File: src/rtl/mtpsa_digest_split.sv
// Register slice that strips the 256-bit digest from tuser and diverts {user_id, src_port, digest}
// of flagged packets into a small FIFO for the CPU path. state | meaning: SOF | next beat starts a packet, BODY | inside a packet
module mtpsa_digest_split #(
  parameter int C_AXIS_DATA_WIDTH    = 256,
  parameter int C_S_AXIS_TUSER_WIDTH = 304,
  parameter int C_M_AXIS_TUSER_WIDTH = 128,
  parameter int DIGEST_WIDTH         = 256,
  parameter int FIFO_DEPTH_LOG2      = 3
) (
  input  logic                              axis_aclk,
  input  logic                              axis_rst,
  input  logic [C_AXIS_DATA_WIDTH-1:0]      s_axis_tdata,
  input  logic [C_AXIS_DATA_WIDTH/8-1:0]    s_axis_tkeep,
  input  logic [C_S_AXIS_TUSER_WIDTH-1:0]   s_axis_tuser,
  input  logic                              s_axis_tvalid,
  output logic                              s_axis_tready,
  input  logic                              s_axis_tlast,
  output logic [C_AXIS_DATA_WIDTH-1:0]      m_axis_tdata,
  output logic [C_AXIS_DATA_WIDTH/8-1:0]    m_axis_tkeep,
  output logic [C_M_AXIS_TUSER_WIDTH-1:0]   m_axis_tuser,
  output logic                              m_axis_tvalid,
  input  logic                              m_axis_tready,
  output logic                              m_axis_tlast,
  output logic [DIGEST_WIDTH+15:0]          dig_tdata,
  output logic                              dig_tvalid,
  input  logic                              dig_tready,
  output logic [FIFO_DEPTH_LOG2:0]          dig_level,
  output logic [31:0]                       stat_pkt_cnt,
  output logic [31:0]                       stat_dig_cnt,
  output logic [31:0]                       stat_dig_drop
);

  localparam int DEPTH   = 1 << FIFO_DEPTH_LOG2;
  localparam int ENTRY_W = DIGEST_WIDTH + 16;
  localparam logic [FIFO_DEPTH_LOG2:0] FULL_LVL = (FIFO_DEPTH_LOG2+1)'(DEPTH);
  localparam logic [FIFO_DEPTH_LOG2:0] PTR_ONE  = (FIFO_DEPTH_LOG2+1)'(1);

  typedef enum logic {ST_SOF = 1'b0, ST_BODY = 1'b1} state_t;

  state_t state, state_nxt;
  logic   sof;
  logic   m_valid_r;
  logic   s_hs;

  assign s_axis_tready = !m_valid_r || m_axis_tready;
  assign s_hs          = s_axis_tvalid && s_axis_tready;
  assign m_axis_tvalid = m_valid_r;

  always_ff @(posedge axis_aclk) begin
    if (axis_rst) begin
      m_valid_r    <= 1'b0;
      m_axis_tdata <= '0;
      m_axis_tkeep <= '0;
      m_axis_tuser <= '0;
      m_axis_tlast <= 1'b0;
    end else if (s_hs) begin
      m_valid_r    <= 1'b1;
      m_axis_tdata <= s_axis_tdata;
      m_axis_tkeep <= s_axis_tkeep;
      m_axis_tuser <= {{(C_M_AXIS_TUSER_WIDTH-48){1'b0}}, s_axis_tuser[47:0]};
      m_axis_tlast <= s_axis_tlast;
    end else if (m_axis_tready) begin
      m_valid_r <= 1'b0;
    end
  end

  always_ff @(posedge axis_aclk) begin
    if (axis_rst) state <= ST_SOF;
    else          state <= state_nxt;
  end

  always_comb begin
    state_nxt = state;
    case (state)
      ST_SOF:  if (s_hs && !s_axis_tlast) state_nxt = ST_BODY;
      ST_BODY: if (s_hs && s_axis_tlast)  state_nxt = ST_SOF;
      default: state_nxt = ST_SOF;
    endcase
  end

  always_comb begin
    sof = (state == ST_SOF);
  end

  // Digest FIFO: N+1 bit pointers so level==DEPTH is distinguishable from empty.
  logic [ENTRY_W-1:0]         mem [DEPTH];
  logic [FIFO_DEPTH_LOG2:0]   wptr, rptr;
  logic                       full, push_req, do_push, do_pop;

  assign dig_level  = wptr - rptr;
  assign dig_tvalid = (dig_level != '0);
  assign full       = (dig_level == FULL_LVL);
  assign push_req   = s_hs && sof && s_axis_tuser[32];
  assign do_push    = push_req && !full;
  assign do_pop     = dig_tvalid && dig_tready;
  assign dig_tdata  = dig_tvalid ? mem[rptr[FIFO_DEPTH_LOG2-1:0]] : '0;

  always_ff @(posedge axis_aclk) begin
    if (do_push)
      mem[wptr[FIFO_DEPTH_LOG2-1:0]] <= {s_axis_tuser[47:40], s_axis_tuser[23:16],
                                         s_axis_tuser[48 +: DIGEST_WIDTH]};
  end

  always_ff @(posedge axis_aclk) begin
    if (axis_rst) begin
      wptr <= '0;
      rptr <= '0;
    end else begin
      if (do_push) wptr <= wptr + PTR_ONE;
      if (do_pop)  rptr <= rptr + PTR_ONE;
    end
  end

  always_ff @(posedge axis_aclk) begin
    if (axis_rst) begin
      stat_pkt_cnt  <= '0;
      stat_dig_cnt  <= '0;
      stat_dig_drop <= '0;
    end else begin
      if (s_hs && s_axis_tlast && stat_pkt_cnt != '1) stat_pkt_cnt <= stat_pkt_cnt + 32'd1;
      if (do_push && stat_dig_cnt != '1)              stat_dig_cnt <= stat_dig_cnt + 32'd1;
      if (push_req && full && stat_dig_drop != '1)    stat_dig_drop <= stat_dig_drop + 32'd1;
    end
  end

endmodule

File: config.mk
export PLATFORM = sky130hd
export DESIGN_NAME = mtpsa_digest_split
export DESIGN_NICKNAME = d
export VERILOG_FILES = /design/src/rtl/mtpsa_digest_split.sv
export SDC_FILE = /design/constraint.sdc
export NUM_CORES = 2
export LEC_CHECK = 0
export BUFFER_PORTS_ARGS = -buffer_cell sky130_fd_sc_hd__buf_2
export CORE_AREA = 5 5 537 539
export CTS_BUF_LIST = sky130_fd_sc_hd__clkbuf_4 sky130_fd_sc_hd__clkbuf_8 sky130_fd_sc_hd__clkbuf_16
export DETAILED_ROUTE_END_ITERATION = 10
export DIE_AREA = 0 0 542 544
export PLACE_DENSITY = 0.53
export SLEW_MARGIN = 20
export SYNTH_ARGS = -nofsm -noshare
export SYNTH_HDL_FRONTEND = slang
export SYNTH_SLANG_ARGS = --single-unit
export TNS_END_PERCENT = 1
File: constraint.sdc
create_clock -name axis_aclk -period 51.7 [get_ports axis_aclk]
set_clock_uncertainty 0.2 [all_clocks]
set_input_delay 5.17 -clock axis_aclk [delete_from_list [all_inputs] [get_ports axis_aclk]]
set_output_delay 5.17 -clock axis_aclk [all_outputs]
set_load 0.005 [all_outputs]
# Word level (Yosys, flattened, before mapping)
# Memories as Yosys holds them, arrays and structs flattened. A register that Yosys moved wholly into a read port is not among the register bits.
# Cells that the tools add are included.
# classes
addsub	6
eq_ne	4
muxes	10
n_bitwise	1
reduce_logical	17
# op_table
op	n
2-to-1 mux 272 bit	1
adder 32 x 1 -> 32 bit, second input constant	3
inequality test 32 bit, second input constant	3
logical AND 1 bit	11
adder 4 x 1 -> 4 bit, second input constant	2
2-to-1 mux 1 bit	6
2-to-1 mux 3 bit	2
equality test 4 bit, second input constant	1
nonzero test 4 bit	1
subtractor 4 bit	1
zero test 1 bit	3
one-hot mux 1 bit (2 select lines)	1
nonzero test 2 bit	1
logical OR 1 bit	1
NOT 1 bit	1
# totals
ff_bits	443
mem_bits_rw	2176
inputBits	598
wordCells	50
memories	1
# memory_table
memory	depth	word_bits	rd	rd_clocked_by_memory_dff	write_ports	line_no	rtl
mem	8	272	1	1	1	86	logic [ENTRY_W-1:0] mem [DEPTH];

# Logic depth before layout (Yosys ltp)
# logic_depth
ltp_word	8
depth_mapped	12
ltp_nobuf	9

# Worst setup path before layout
# OpenSTA, ideal clock, no wires.
# synth_path
path_type	in2reg
start	input m_axis_tready
end	memory mem[2][0] in the netlist's numbering (enable)
setup_time_ns	1.668
t_arrival_ns	33.686
t_required_ns	49.832
path_slack_ns	16.146
stages	7
path_buffers	3
cell_sequence	nor2b_1 > nor4b_2 > o31ai_1 > buf_2 > buf_2 > buf_4 > nor4b_1
# synth_between
elab_chain_cells	7
# synth_rtl
item	line_no	rtl
start: declaration	22	input logic m_axis_tready,
logical OR 1 bit	45	assign s_axis_tready = !m_valid_r || m_axis_tready;
logical AND 1 bit	46	assign s_hs = s_axis_tvalid && s_axis_tready;
logical AND 1 bit (2 in series)	93	assign push_req = s_hs && sof && s_axis_tuser[32];
logical AND 1 bit	94	assign do_push = push_req && !full;
2-to-1 mux 1 bit	99	if (do_push)
2-to-1 mux 1 bit (implied by the code)	100	mem[wptr[FIFO_DEPTH_LOG2-1:0]] <= {s_axis_tuser[47:40], s_axis_tuser[23:16],
end: declaration	86	
# Every way passes these cells.

# Worst setup path in the final report
# layout_path
start	input m_axis_tready
end	output s_axis_tready
# layout_between
elab_chain_cells	1
# layout_rtl
item	line_no	rtl
logical OR 1 bit	45	
end: declaration	16	output logic s_axis_tready,
# Every way passes these cells.

==> flow_summary_export.csv <==
group,metric,value,unit
global_route,antenna_found_initial,228,
floorplan,core-area,0.283,mm²
routing,drcViolationCount,0,
routing,wl_per_cell,34.5,µm
flow_run,max-cap-violations,0,
routing,dr.pass1.iters,5,
placed_design,dp_hpwl,274,mm
cells_and_area,drive_above_1_share,33.9,%
worst_setup_path,cp.arrival,6.59,ns
timing,finalHoldViolCount,0,
routing,detail-route-antenna-nets,0,
yosys,syn-instance-count,5702,
cts,cts_tree,"built",
yosys,yosysTopAreaCell,"edfxtp_1",
yosys,ys.flop_type,"edfxtp_1",
worst_setup_path,crit_path_max_fanout,5,
cts,insertion_delay,0.90,ns
worst_setup_path,cpPeakStageDelay,0.59,ns
cells_and_area,multiInputGateArea,0.0241,mm²
global_route,grt_max_degree,131,
yosys,synth_top_area_share,65.3,%
cells_and_area,fill_cells,25700,
yosys,avgSynthCellArea,17.5,µm²
placed_design,gp_congestion,1.16,
timing,fmax,83.6,MHz
timing,fin_crit_sh,23.1,%
cts,postCtsSetupBuffers,0,
timing,drv_slew,0,
global_route,grt_first_pass_wirelength,512,mm
yosys,syn_area,0.100,mm²
hold_path,holdPathEnd,"m_axis_tkeep[22]$_SDFFE_PP0P_",
global_route,grt_usage,25.4,%
worst_setup_path,endpoint_kind,"primary output",
routing,drt_wl_total,384,mm
cts,htreeDepth,5,
power_and_ir_drop,cellPowerDensity,47.9,mW/mm²
cells_and_area,syn2layout_area_growth,20.8,%
floorplan,fp.dieArea,0.295,mm²
floorplan,rows,196,
worst_setup_path,path_cells,"buf_2, nor2b_1, buf_4, inv_1, buf_2",
timing,finalCriticalPeriod,11.96,ns
cells_and_area,fin_nets,7673,
timing,worst_pin_slew,1.23,ns
cells_and_area,final_cell_area,0.121,mm²
cells_and_area,final_common_cell,"edfxtp_1",
yosys,ys_seq_elements,2622,
yosys,async_flop_share,0,%
yosys,yosysWarnings,0,
worst_setup_path,worstReg2RegStart,"wptr[0]$_SDFFE_PP0P_",
cts,cts-root-buf,"clkbuf_16",
yosys,synth-edff-count,2176,
worst_setup_path,cp.required,46.33,ns
cts,cts_sinks,2622,
placed_design,portBuffers,1309,
routing,drt_iter0_drc,5261,
floorplan,die_x,542,µm
timing,tns,0,ns
timing,rsz0062_at_grt,"no",
power_and_ir_drop,peakVddDrop,0.0000296,V
yosys,ys_types,61,
cts,cts_max_path_buffers,4,
power_and_ir_drop,leakagePower,41.2,nW
worst_setup_path,worst-setup-path-type,"in -> out",
yosys,yosys-top-cells-area,"edfxtp_1 65%, mux4_2 12%, dfxtp_1 8.9%, mux2i_1 2.7%, nand2_1 2.7%",
cells_and_area,seqCellArea,0.0743,mm²
placed_design,placedInstanceArea,0.111,mm²
routing,vias,58000,
hold_path,min_path_type,"reg -> reg",
cts,cts_resized,0,
routing,viasPerCell,5.20,
worst_setup_path,r2r-end,"mem[6][0]$_DFFE_PP_",
power_and_ir_drop,power.total,0.00579,W
floorplan,io_pins,1390,
yosys,ys_seq_area_share,74.3,%
floorplan,initial_core_util,35.3,%
timing,finalSetupViolations,0,
worst_setup_path,cp_top_family,"buffers and inverters",
status,outcome,"finished, final reports clean",
cts,path_clk_slew,0.05,ns
timing,max-slew-margin-rel,18.1,%
worst_setup_path,cp_slowest_cell,"nor2b_1",
cts,cts_buffers,300,
worst_setup_path,cp_num_buf_inv,4,
worst_setup_path,cpMostUsedCell,"buf_2",
hold_path,hold_depth,2,
global_route,overflow,0,
floorplan,die_h,544,µm
worst_setup_path,start_kind,"input pin",
cts,cts_hold_buffers,0,
worst_setup_path,r2r_slack,45.87,ns
global_route,grt_pass1_vias,57400,
cells_and_area,final_cell_mix,"2176 x edfxtp_1, 1308 x buf_2, 714 x nand2_1",
worst_setup_path,rr_worst_depth,13,
hold_path,min-delay-start,"m_axis_tkeep[22]$_SDFFE_PP0P_",
[cells by family (layout without fill, tap and decap cells)]
family / count (synthesis) / count (layout) / share of synthesized area, %
muxes: 842 / 842 / 15.3
other: 1 / 159 / 0.00375
buffers and inverters: 438 / 1965 / 2.03
DFF: 2622 / 2622 / 74.3
AOI/OAI and AO/OA: 506 / 506 / 2.73
and+or+nand+nor: 1276 / 1276 / 5.50
adders and majority gates: 9 / 9 / 0.120
xor gates and xnor gates: 8 / 8 / 0.0701
[metal layers]
layer | share of wire [%] | wire length, µm | GRT usage (%)
met1 | 39 | 150000 | 32.0
met2 | 48 | 184000 | 41.6
met3 | 8.1 | 31300 | 7.36
met4 | 4.6 | 17800 | 9.67
met5 | 0.16 | 598 | 0
[registers in the layout, indices dropped and copies added (netlist names), 4 cells and up, named ones only]
register	count
stat_pkt_cnt	32
m_axis_tkeep	32
rptr	4
m_axis_tdata	256
wptr	4
stat_dig_cnt	32
m_axis_tuser	48
stat_dig_drop	32
mem	2176
[through the flow]
stage          std cells  setup slack, ns  utilization [%]  hold WS, ns
2_1_floorplan       5781            16.15                -        0.253
6_report           11100            39.74             42.6        0.249
3_5_place_dp       10500            39.66             39.0        0.244
5_1_grt            11100            39.42             42.6        0.267
3_3_place_gp       10500            39.64             39.0        0.240
4_1_cts            11100            39.65             42.5        0.252
[area by class of cell]
cell class,instances,share of cell area (%)
flip-flops and latches,2622,61.5
multi-input cells,2721,19.9
inverters,22,0.0683
clock buffers,388,6.90
well taps,3762,3.90
diodes,79,0.164
clock inverters,156,1.43
repair buffers,1399,6.13
[power by group]
group	leakage [nW]	internal, W	total, W	switching [W]
Clock	5.02	0.00129	0.00217	0.000876
Sequential	23.3	0.00234	0.00237	0.0000327
Combinational	12.9	0.000487	0.00125	0.000759
Total	41.2	0.00412	0.00579	0.00167
[how the worst max path moves through the flow]
stage | start | endpoint | depth (start not counted) | slack [ns]
6_report | m_axis_tready | s_axis_tready | 5 | 39.74
3_5_place_dp | m_axis_tready | s_axis_tready | 5 | 39.66
3_3_place_gp | m_axis_tready | s_axis_tready | 5 | 39.64
2_1_floorplan | m_axis_tready | mem[2][0]$_DFFE_PP_ | 7 | 16.15
5_1_grt | register | dig_tdata[36] | 8 | 39.42
4_1_cts | m_axis_tready | s_axis_tready | 5 | 39.65
[synthesized netlist by cell type (all sizes together), types with 25 or more instances]
library cell and count:
a21oi 407, buf 189, clkbuf 227, dfxtp 446, edfxtp 2176, mux2i 274
mux4 544, nand2 715, nand3 31, nand4 27, nor2 319, nor4 25
o21ai 29, o31ai 45, or3 30, or4 46
[worst register-to-register path, delay by kind of cell, from the launching register on]
family | cells | cell delay [ns]
adder cells (fa/ha/maj) | 2 | 0.58
buffers and inverters | 6 | 2.92
flip-flops | 1 | 0.39
XOR/XNOR | 1 | 0.22
AO/OA/AOI/OAI | 1 | 0.10
AND/OR/NAND/NOR | 3 | 0.97
Power figures use the tool's default switching activity.
